**src/rtl/wb_pkg.sv**
```systemverilog
// Shared writeback encodings: mux-select codes, scheduler states and the
// load-use hazard test used by the issue stall logic.
package wb_pkg;

    localparam logic [1:0] WB_ALU = 2'b00;
    localparam logic [1:0] WB_MEM = 2'b01;
    localparam logic [1:0] WB_PC4 = 2'b10;
    localparam logic [1:0] WB_IMM = 2'b11;

    typedef enum logic {
        WB_IDLE      = 1'b0,
        WB_LOAD_WAIT = 1'b1
    } wb_state_e;

    // x0 is hardwired to zero, so a pending load to x0 never blocks issue.
    function automatic logic load_hazard(input logic [4:0] rs1,
                                         input logic [4:0] rs2,
                                         input logic [4:0] rd,
                                         input logic [4:0] ld_rd);
        return (ld_rd != 5'd0) && ((rs1 == ld_rd) || (rs2 == ld_rd) || (rd == ld_rd));
    endfunction

endpackage

```
**src/rtl/wb_sched.sv**
```systemverilog
// Writeback scheduler: arbitrates the register-file write port between the
// in-order pipeline and one outstanding load, with a scoreboard and watchdog.
module wb_sched
    import wb_pkg::*;
#(
    parameter int unsigned TIMEOUT = 255,
    parameter int unsigned CNT_W   = 8
) (
    input  logic       clk,
    input  logic       rst,
    input  logic       issue_valid,
    input  logic [1:0] issue_mtr,
    input  logic [4:0] issue_rd,
    input  logic [4:0] issue_rs1,
    input  logic [4:0] issue_rs2,
    output logic       issue_ready,
    input  logic       wb_valid,
    input  logic [1:0] wb_mtr,
    input  logic [4:0] wb_rd,
    output logic       wb_ready,
    input  logic       mem_rvalid,
    output logic [1:0] mtr,
    output logic       rf_we,
    output logic [4:0] rf_rd,
    output logic       load_busy,
    output logic       ld_timeout
);

    localparam logic [CNT_W-1:0] CNT_LAST = CNT_W'(TIMEOUT - 1);

    wb_state_e        state, state_nxt;
    logic [4:0]       ld_rd, ld_rd_nxt;
    logic [CNT_W-1:0] cnt, cnt_nxt;
    logic             timeout_set;
    logic             done;
    logic             accept;

    always_ff @(posedge clk) begin
        if (rst) begin
            state      <= WB_IDLE;
            ld_rd      <= '0;
            cnt        <= '0;
            ld_timeout <= 1'b0;
        end else begin
            state <= state_nxt;
            ld_rd <= ld_rd_nxt;
            cnt   <= cnt_nxt;
            if (timeout_set) begin
                ld_timeout <= 1'b1;
            end
        end
    end

    always_comb begin
        state_nxt   = state;
        ld_rd_nxt   = ld_rd;
        cnt_nxt     = cnt;
        timeout_set = 1'b0;
        done        = 1'b0;
        accept      = 1'b0;
        issue_ready = 1'b0;
        wb_ready    = 1'b0;
        mtr         = WB_ALU;
        rf_we       = 1'b0;
        rf_rd       = '0;

        if (!rst) begin
            done = (state == WB_LOAD_WAIT) && mem_rvalid;

            // The completing load frees the scoreboard in the same cycle.
            if ((state == WB_IDLE) || done) begin
                issue_ready = 1'b1;
            end else begin
                issue_ready = (issue_mtr != WB_MEM) &&
                              !load_hazard(issue_rs1, issue_rs2, issue_rd, ld_rd);
            end
            accept = issue_valid && issue_ready && (issue_mtr == WB_MEM);

            if (done) begin
                mtr   = WB_MEM;
                rf_rd = ld_rd;
                rf_we = (ld_rd != 5'd0);
            end else if (wb_valid) begin
                mtr      = (wb_mtr == WB_MEM) ? WB_ALU : wb_mtr;
                rf_rd    = wb_rd;
                rf_we    = (wb_rd != 5'd0);
                wb_ready = 1'b1;
            end else begin
                wb_ready = 1'b1;
            end

            if (accept) begin
                state_nxt = WB_LOAD_WAIT;
                ld_rd_nxt = issue_rd;
                cnt_nxt   = '0;
            end else if (done) begin
                state_nxt = WB_IDLE;
            end else if (state == WB_LOAD_WAIT) begin
                if (cnt == CNT_LAST) begin
                    state_nxt   = WB_IDLE;
                    timeout_set = 1'b1;
                end else begin
                    cnt_nxt = cnt + CNT_W'(1);
                end
            end
        end
    end

    assign load_busy = (state == WB_LOAD_WAIT);

endmodule

```
**config.mk**
```make
export PLATFORM = sky130hd
export DESIGN_NAME = wb_sched
export DESIGN_NICKNAME = d
export VERILOG_FILES = /design/src/rtl/wb_pkg.sv /design/src/rtl/wb_sched.sv
export SDC_FILE = /design/constraint.sdc
export NUM_CORES = 1
export LEC_CHECK = 0
export ABC_AREA = 0
export CAP_MARGIN = 20
export CORE_MARGIN = 1
export CORE_UTILIZATION = 46
export CTS_CLUSTER_SIZE = 16
export DETAILED_ROUTE_END_ITERATION = 8
export PLACE_DENSITY_LB_ADDON = 0.05
export SETUP_SLACK_MARGIN = 0.3
export SLEW_MARGIN = 20
export SYNTH_ARGS = -nofsm -noshare
export SYNTH_HDL_FRONTEND = slang
export SYNTH_SLANG_ARGS = --single-unit
```
**constraint.sdc**
```tcl
create_clock -name clk -period 3.6 [get_ports clk]
set_input_delay 1.08 -clock clk [delete_from_list [all_inputs] [get_ports clk]]
set_output_delay 1.08 -clock clk [all_outputs]
set_load 0.05 [all_outputs]
```
==> summary.md <==
| Metric | Value |
|---|---|
| Outcome | finished clean |
| Iter 0 DRT Violations | 7 |
| Hold Path Sink | ld_timeout$_SDFFE_PP0P_ |
| Peak VDD IR | 0.000317 V |
| Tmin final | 3.28 ns |
| Setup TNS | 0 ns |
| WHS Path Cells | 2 |
| R2r worst-path depth | 6 |
| Critical setup path kind | in -> out |
| Final Hold Fails | 0 |
| Logic pwr share | 0.311 |
| Hold Crit Start | ld_timeout$_SDFFE_PP0P_ |
| IO Pins | 41 |
| Worst Path Required | 2.52 ns |
| Compound-cell area share of the yosys netlist | 0.127 |
| Non-Filler Instances | 191 |
| Overflow after GRT | 0 |
| Leakage | 0.644 nW |
| Async SR Flop Fraction | 0 |
| R2R Path End | cnt[5]$_SDFFE_PP0P_ |
| Synth Area in XOR/XNOR | 0.184 |
| Final setup viols | 0 |
| Drt pass-1 iters | 4 |
| Footprint of the multi-input gates | 777 um2 |
| RSZ-0062 raised after global routing | yes |
| Clock latency on the worst-skew pair | 0.28 ns |
| Gate Count Post-Synth | 130 |
| Achievable Freq | 305 MHz |
| Post-synth EDFFs | 0 |
| Flop2flop setup slack | 1.90 ns |
| Yosys reg bits | 15 |
| Chip height | 49.7 um |
| Clock Power Share | 0.243 |
| Utilization after layout | 0.789 |
| Synth Area in Adders | 0.0239 |
| FILL cells | 155 |
| Antenna-violating nets left | 0 |
| Post-DP HPWL | 2.05 mm |
| Hold_buf cts | 0 |
| Clock H-tree levels | 1 |
| CTS tree | yes |
| Inst Count DP | 187 |
| Slew Viols, Final | 0 |
| Max clock buf depth | 2 |
| NumNets Final | 196 |
| Synth Area in Simple Gates | 0.276 |
| Min-Delay Path Class | reg -> reg |
| Largest net degree at the start of global routing | 18 |
| Worst-path clk slew | 0.09 ns |
| Top cells by count, synth | nor2_1, dfxtp_1, nand3_1, xnor2_1, xor2_1 |
| Root Buffer | clkbuf_4 |
| Worst EP arrival | 2.20 ns |
| Power Density | 244 mW/mm2 |
| Critical Path Start Type | input pin |
| Global-route wire length before repair | 4.69 mm |
| Post-synthesis mux area share | 0.0478 |
| Register area share after synthesis | 0.287 |
| Die Area | 0.00247 mm2 |
| CP max FO | 3 |
| Synth Flop Type | dfxtp_1 |
| Area delta synth->final | 53.9% |
| Routed wire per std cell | 14.5 um |
| GRT Overall Usage | 0.250 |
| Netlist Area Pre-Place | 0.00105 mm2 |
| Total power | 394 uW |
| Starting Density | 0.513 |
| Clk_skew | 0.00196 ns |
| Register area | 300 um2 |
| Total CTS buffers | 3 |
| Post-synth top area cell | dfxtp_1 |
| Share of cells above drive strength 1 | 0.280 |
| Place WS | -0.0322 ns |
| Synth top area cells | dfxtp_1, xnor2_1, xor2_1 |
| Count of input and output buffers | 40 |
| MaxCap Viol Count | 0 |
| Combinational family with the most area after synthesis | simple AND/OR/NAND/NOR gates |
| WL final | 2.77 mm |
| Via Count | 1,042 |
| NetSw | 122 uW |
| Initial antenna violation count | 0 |
| Internal | 272 uW |
| Worst setup EP type | output pin |
| Cell area after layout | 0.00161 mm2 |
| Syn_nets | 161 |
| Synth warn | 0 |
| Relative slew slack | 0.664 |
| Worst-margin pin slew | 0.503 ns |
| Share of the synthesized area in the top cell type | 0.287 |
| Most common cell in the netlist | nor2_1 |
| Horiz. Die Dim | 49.7 um |
| DR DRC count | 0 |
| Sw frac | 0.309 |
| Reg-to-reg startpoint | cnt[0]$_SDFFE_PP0P_ |
| Period Utilization, post-route | 0.911 |
| Avg Inst Size Synth | 8.06 um2 |
| Reg power frac | 0.446 |
| Via density | 5.46 |
| N_diodes | 0 |
| Sinks on Clock Net | 15 |
| Post-DP Area | 0.00154 mm2 |
| RePlAce Congestion | 0.868 |
| Rows | 16 |
| Distinct cells, synth | 33 |
| Core Region | 0.00204 mm2 |
| Hold_ws | 0.497 ns |
| Number of global-route vias before repair | 1,058 |
| Post-route setup slack | 0.321 ns |
## power groups by stage
stage | sequential [mW] | combinational, mW | clock [mW]
after detailed placement | 0.179 | 0.122 | 0
after global routing | 0.176 | 0.129 | 0.108
after CTS | 0.175 | 0.123 | 0.0979
after global placement | 0.179 | 0.119 | 0
final | 0.176 | 0.122 | 0.0958
after floorplan | 0.176 | 0.0628 | 0
## timing repair
item | 4_1_cts | 5_1_grt
endpoints found under the hold margin | 0 | 0
gates resized for setup | 57 | 5
setup buffers | 0 | 0
gates cloned | 0 | 0
pin swaps | 12 | 4
endpoints found under the setup margin | 9 | 8
## sequential cells by signal (all words and copies together), names as in the netlist
signal and flops:
load_busy 1, cnt 8, ld_timeout 1, ld_rd 5
## critical path, stage by stage
cell,delay [ns]
clkdlybuf4s15_1,0.17
nor2b_4,0.13
a311o_1,0.34
o32ai_2,0.29
buf_12,0.18
## layout make-up
class	instances	area share
Multi-Input combinational cell	103	0.482
Clock buffer	3	0.0140
Inverter	1	0.00233
Tap cell	27	0.0210
Sequential cell	15	0.186
Clock inverter	1	0.00311
Timing Repair Buffer	41	0.291
## cells by family after synthesis
logic type,Yosys count
buf+inv,12
xor+xnor,22
simple gates,54
compound gates,20
mux,5
fa+ha+maj,2
flops,15
## routing by layer
layer	routed length [um]	GRT usage	vias to the layer above
met4	10	0.0429	0
li1	-	-	522
met3	156	0.0586	2
met1	1200	0.289	484
met5	0	0	-
met2	1400	0.466	34
## how the worst max path moves through the flow
stage / from / to / slack (ns) / cells after the start
2_1_floorplan: rst / issue_ready / 0.25 / 3
3_3_place_gp: issue_rs2[3] / issue_ready / 0.04 / 6
3_5_place_dp: issue_rs2[3] / issue_ready / -0.03 / 6
4_1_cts: issue_mtr[0] / issue_ready / 0.28 / 5
5_1_grt: issue_mtr[1] / issue_ready / 0.29 / 5
6_report: issue_mtr[0] / issue_ready / 0.32 / 5
## layout by cell type (no fill, tap or decap), types with 4 or more instances in the layout
cell type        synthesis  layout
nor2_1                  16      15
dfxtp_1                 15      15
dlygate4sd2_1            0      13
nand3_1                 12      12
xnor2_1                 12      12
buf_12                   0       9
a21oi_2                  0       7
xor2_1                  10       7
nand2_1                  7       6
clkdlybuf4s50_1          0       6
mux2i_1                  5       5
nor3_2                   1       4
buf_6                    1       4
(Power assumes the default switching activity.)
